**config.mk**
```make
export PLATFORM = sky130hd
export DESIGN_NAME = ram_arbiter
export DESIGN_NICKNAME = d
export VERILOG_FILES = /design/src/rtl/ram_arbiter.sv
export SDC_FILE = /design/constraint.sdc
export NUM_CORES = 1
export LEC_CHECK = 0
export BUFFER_PORTS_ARGS = -buffer_cell sky130_fd_sc_hd__buf_2
export CAP_MARGIN = 20
export CORE_ASPECT_RATIO = 0.75
export CORE_MARGIN = 1.5
export CORE_UTILIZATION = 46
export DETAILED_ROUTE_END_ITERATION = 12
export PLACE_DENSITY = 0.9
export SETUP_SLACK_MARGIN = 0.15
export SLEW_MARGIN = 20
export SYNTH_ARGS = -nofsm -noshare
export SYNTH_HDL_FRONTEND = slang
export SYNTH_SLANG_ARGS = --single-unit
```
**constraint.sdc**
```tcl
create_clock -name CLK -period 2.3 [get_ports CLK]
set_input_delay 0.23 -clock CLK [delete_from_list [all_inputs] [get_ports CLK]]
set_output_delay 0.23 -clock CLK [all_outputs]
set_load 0.01 [all_outputs]
```
**src/rtl/ram_arbiter.sv**
```systemverilog
`default_nettype none
// ============================================================================
// Module  : ram_arbiter
// Brief   : Arbitrates a CPU port (0) and a DMA port (1) onto one synchronous
//           single-port RAM. Round-robin by default; defining the macro
//           CPU_PRIORITY_EN gives port 0 fixed priority instead.
// Rev     : 1.0  initial release
// ============================================================================
module ram_arbiter #(
  parameter int ADDR_WIDTH = 15,
  parameter int DATA_WIDTH = 8
) (
  input  logic                  CLK,
  input  logic                  RST,
  input  logic                  REQ0,
  input  logic                  REQ1,
  input  logic                  WE0,
  input  logic                  WE1,
  input  logic [ADDR_WIDTH-1:0] ADDR0,
  input  logic [ADDR_WIDTH-1:0] ADDR1,
  input  logic [DATA_WIDTH-1:0] WDATA0,
  input  logic [DATA_WIDTH-1:0] WDATA1,
  output logic                  ACK0,
  output logic                  ACK1,
  output logic [DATA_WIDTH-1:0] RDATA0,
  output logic [DATA_WIDTH-1:0] RDATA1,
  output logic [ADDR_WIDTH-1:0] RAM_A,
  output logic [DATA_WIDTH-1:0] RAM_DO,
  input  logic [DATA_WIDTH-1:0] RAM_DI,
  output logic                  RAM_CS_N,
  output logic                  RAM_OE_N,
  output logic                  RAM_WR_N
);

  typedef enum logic [1:0] {
    IDLE = 2'd0,
    ACC  = 2'd1,
    WAIT = 2'd2,
    DONE = 2'd3
  } state_t;

  state_t                state_q, state_d;
  logic                  win_q, win_d;
  logic                  we_q, we_d;
  logic [ADDR_WIDTH-1:0] ram_a_q, ram_a_d;
  logic [DATA_WIDTH-1:0] ram_do_q, ram_do_d;
  logic                  cs_n_q, cs_n_d;
  logic                  oe_n_q, oe_n_d;
  logic                  wr_n_q, wr_n_d;
  logic                  ack0_q, ack0_d;
  logic                  ack1_q, ack1_d;
  logic [DATA_WIDTH-1:0] rdata0_q, rdata0_d;
  logic [DATA_WIDTH-1:0] rdata1_q, rdata1_d;
  logic                  pick1;
  logic                  sel_we;
`ifndef CPU_PRIORITY_EN
  logic                  last_q, last_d;
`endif

  // pick1: port 1 wins the current IDLE arbitration
  always_comb begin
`ifdef CPU_PRIORITY_EN
    pick1 = REQ1 & ~REQ0;
`else
    pick1 = REQ1 & (~REQ0 | ~last_q);
`endif
    sel_we = pick1 ? WE1 : WE0;
  end

  always_comb begin
    state_d  = state_q;
    win_d    = win_q;
    we_d     = we_q;
    ram_a_d  = ram_a_q;
    ram_do_d = ram_do_q;
    cs_n_d   = cs_n_q;
    oe_n_d   = oe_n_q;
    wr_n_d   = wr_n_q;
    ack0_d   = 1'b0;
    ack1_d   = 1'b0;
    rdata0_d = rdata0_q;
    rdata1_d = rdata1_q;
`ifndef CPU_PRIORITY_EN
    last_d   = last_q;
`endif
    case (state_q)
      IDLE: begin
        if (REQ0 | REQ1) begin
          win_d   = pick1;
          we_d    = sel_we;
          ram_a_d = pick1 ? ADDR1 : ADDR0;
          if (sel_we) begin
            ram_do_d = pick1 ? WDATA1 : WDATA0;
          end
          cs_n_d  = 1'b0;
          oe_n_d  = sel_we;
          wr_n_d  = ~sel_we;
`ifndef CPU_PRIORITY_EN
          last_d  = pick1;
`endif
          state_d = ACC;
        end
      end
      ACC: begin
        if (we_q) begin
          cs_n_d  = 1'b1;
          oe_n_d  = 1'b1;
          wr_n_d  = 1'b1;
          ack0_d  = ~win_q;
          ack1_d  = win_q;
          state_d = DONE;
        end else begin
          state_d = WAIT;
        end
      end
      WAIT: begin
        // RAM_DI carries the word addressed during ACC
        if (win_q) begin
          rdata1_d = RAM_DI;
        end else begin
          rdata0_d = RAM_DI;
        end
        cs_n_d  = 1'b1;
        oe_n_d  = 1'b1;
        wr_n_d  = 1'b1;
        ack0_d  = ~win_q;
        ack1_d  = win_q;
        state_d = DONE;
      end
      DONE: begin
        state_d = IDLE;
      end
      default: begin
        state_d = IDLE;
      end
    endcase
  end

  always_ff @(posedge CLK) begin
    if (RST) begin
      state_q  <= IDLE;
      win_q    <= 1'b0;
      we_q     <= 1'b0;
      ram_a_q  <= '0;
      ram_do_q <= '0;
      cs_n_q   <= 1'b1;
      oe_n_q   <= 1'b1;
      wr_n_q   <= 1'b1;
      ack0_q   <= 1'b0;
      ack1_q   <= 1'b0;
      rdata0_q <= '0;
      rdata1_q <= '0;
`ifndef CPU_PRIORITY_EN
      last_q   <= 1'b1;
`endif
    end else begin
      state_q  <= state_d;
      win_q    <= win_d;
      we_q     <= we_d;
      ram_a_q  <= ram_a_d;
      ram_do_q <= ram_do_d;
      cs_n_q   <= cs_n_d;
      oe_n_q   <= oe_n_d;
      wr_n_q   <= wr_n_d;
      ack0_q   <= ack0_d;
      ack1_q   <= ack1_d;
      rdata0_q <= rdata0_d;
      rdata1_q <= rdata1_d;
`ifndef CPU_PRIORITY_EN
      last_q   <= last_d;
`endif
    end
  end

  assign ACK0     = ack0_q;
  assign ACK1     = ack1_q;
  assign RDATA0   = rdata0_q;
  assign RDATA1   = rdata1_q;
  assign RAM_A    = ram_a_q;
  assign RAM_DO   = ram_do_q;
  assign RAM_CS_N = cs_n_q;
  assign RAM_OE_N = oe_n_q;
  assign RAM_WR_N = wr_n_q;

endmodule
`default_nettype wire
```
==> flow_summary.json <==
{
  "outcome": "finished, final reports clean",
  "pin_count": 104,
  "grt_overflow": 0,
  "final_nets": 390,
  "route.detailed.drc": 0,
  "whs_path_depth": 3,
  "fin_crit_sh_pct": 81.03,
  "wirelength_mm": 4.947,
  "gp_congestion": 0.7083,
  "grt_pass1_vias": 1701,
  "grt_pass1_wl_mm": 7.465,
  "hold_buffers": 0,
  "syn_to_final_growth_pct": 31.40,
  "worstHoldStart": "RAM_DI[0]",
  "yosys_warnings": 0,
  "relSlewSlack_pct": 36.16,
  "final_util_pct": 62.94,
  "synth-main-ff-cell": "dfxtp_1",
  "viasPerCell": 5.151,
  "worstReg2RegEnd": "RAM_CS_N",
  "cp.arrival_ns": 2.05,
  "powerDensity_nw_per_um2": 1095,
  "power_leakage_nw": 1.271,
  "endpoint_kind": "flip-flop",
  "cts_root_buf": "clkbuf_8",
  "fp.dieH_um": 62.07,
  "synth_top_cell_by_area": "dfxtp_1",
  "critPathMaxStageDelay_ns": 0.47,
  "crit_required_ns": 2.48,
  "clock-sinks": 49,
  "port_buffers": 103,
  "synth_seq_area_share_pct": 45.85,
  "setup_viol": 0,
  "yosys_register_bits": 49,
  "worstMarginPinSlew_ns": 0.9576,
  "max-cap-violations": 0,
  "core_um2": 4467,
  "hpwl_mm": 3.636,
  "syn-cell-area_um2": 2140,
  "min_to": "RDATA0[0]",
  "start_util_pct": 47.90,
  "tns_ns": 0,
  "final_hold_viol_count": 0,
  "rr_startpoint": "state_q[1]",
  "synth_top_area_share_pct": 45.85,
  "vdd_drop_max_v": 0.0004619,
  "r2r_cells": 6,
  "path_class": "reg2reg",
  "path_max_fanout": 6,
  "cts_buffers": 5,
  "skew_ns": 0.01114,
  "wl_per_cell_um": 12.92,
  "yosysUniqueCellTypes": 30,
  "cts_resized": 0,
  "clock.fmax_mhz": 536.6,
  "path_delay_family": "simple AND/OR/NAND/NOR gates",
  "grt_max_degree": 51,
  "slew_violations": 0,
  "synth_edf_count": 0,
  "post_synth.cell_area_avg_um2": 9.384,
  "clk_pin_slew_ns": 0.09,
  "ys_async_sr_fraction_pct": 0,
  "syn_nets": 293,
  "first_pass_iters": 4,
  "yosys-top-cells-area": "dfxtp_1, mux2i_1, a21oi_1, a211oi_1, nand2_1",
  "rows": 21,
  "rsz0062_at_grt": "no",
  "die_area_um2": 5074,
  "ant_nets": 0,
  "clk_latency_ns": 0.30,
  "cp_num_buf_inv": 1,
  "die_x_um": 81.75,
  "insertedDiodeCount": 0,
  "syn_inst": 228,
  "yosys-top-cells-count": "dfxtp_1, a21oi_1, nand2_1, mux2i_1, nor2_1",
  "cts_max_level": 2,
  "cts_setup_buffers": 0,
  "synth.most_common_cell": "dfxtp_1",
  "hold_path_class": "in2reg",
  "vias": 1973,
  "layout-drive-gt1-share_pct": 38.96,
  "antenna_found_initial": 0,
  "critPathLaunchType": "flip-flop",
  "cp_slowest_cell": "nor3_1",
  "grt.total_usage_pct": 19.58,
  "r2r_slack_ns": 0.44,
  "cp_cell_sequence": "inv_1 -> ha_1 -> nor3b_1 -> nor3_1 -> nor2b_1 -> a211o_1",
  "first_iter_violations": 110,
  "finalCriticalPeriod_ns": 1.864,
  "clk_path_buf_depth": 2,
  "cts_tree": "done"
}
## through the flow
stage | hold WS (ns) | cell area [µm²] | worst slack [ns] | power, W | instances
after floorplan | 0.3057 | 2140 | 0.5880 | 0.002008 | 228
final | 0.1722 | 2811 | 0.4364 | 0.003079 | 383
after detailed placement | 0.4448 | 2678 | 0.4789 | 0.002392 | 375
after global placement | 0.4404 | 2678 | 0.5507 | 0.002337 | 375
after CTS | 0.1638 | 2811 | 0.4475 | 0.003104 | 383
after global routing | 0.1673 | 2811 | 0.1557 | 0.003309 | 383
## state kept, by name (all words and copies together), names as in the netlist
| signal | flops |
|---|---|
| RAM_A | 15 |
| RAM_DO | 8 |
| RDATA0 | 8 |
| RDATA1 | 8 |
| state_q | 2 |
| ACK0 | 1 |
| ACK1 | 1 |
| RAM_CS_N | 1 |
| RAM_OE_N | 1 |
| RAM_WR_N | 1 |
| last_q | 1 |
| we_q | 1 |
| win_q | 1 |
## power by group
part           internal [W]  total [W]  switching, W  leakage (nW)
clock              0.000432   0.000707      0.000275        0.0681
sequential          0.00106    0.00118      0.000126         0.402
combinational      0.000504    0.00119      0.000684         0.800
total               0.00199    0.00308       0.00109          1.27
## area by class of cell
cell class              count  area [µm²]
fillers                   401        1655
multi-input cells         159        1065
flip-flops and latches     49       980.9
repair buffers            108       553.0
well taps                  57       71.32
clock buffers               5       68.82
clock inverters             3       65.06
inverters                   2       7.507
## worst min-delay path: cells and delay by family
family,cells,cell delay (ns)
simple gates,1,0.05
buf+inv,1,0.11
compound gates,1,0.05
## routing by layer
metal,global-route usage [%],part of all wire (%)
met5,0,0
met1,25.02,44
met2,32.79,48
met3,4.088,6.8
met4,7.990,1.6
## cell families after synthesis
| group | count (synthesis) | share of synthesized area (%) |
|---|---|---|
| DFF | 49 | 45.85 |
| AOI/OAI and AO/OA | 62 | 20.47 |
| buffers and inverters | 20 | 4.912 |
| muxes | 25 | 11.70 |
| and+or+nand+nor | 67 | 14.15 |
| adders and majority gates | 5 | 2.924 |
## cell usage in the layout, fill, tap and decap left out, drive strengths merged, types with 2 or more instances in the layout
master and count:
inv 2, nor2 19, a21oi 27, nand3 8, nor3 2, a211oi 24
nand2b 2, nor2b 3, mux2i 25, clkbuf 5, nand2 27, bufinv 2
buf 108, ha 5, nor3b 2, dfxtp 49, a31oi 2, o21bai 2
## how the worst max path moves through the flow
stage          slack (ns)  cells after the start        from        to
6_report             0.44                      6  state_q[1]  RAM_CS_N
5_1_grt              0.16                      6  state_q[1]  RAM_CS_N
4_1_cts              0.45                      6  state_q[1]  RAM_CS_N
3_5_place_dp         0.48                      6  state_q[1]  RAM_CS_N
3_3_place_gp         0.55                      6  state_q[1]  RAM_CS_N
2_1_floorplan        0.59                      6  state_q[1]  RAM_CS_N
(Power assumes the default switching activity.)
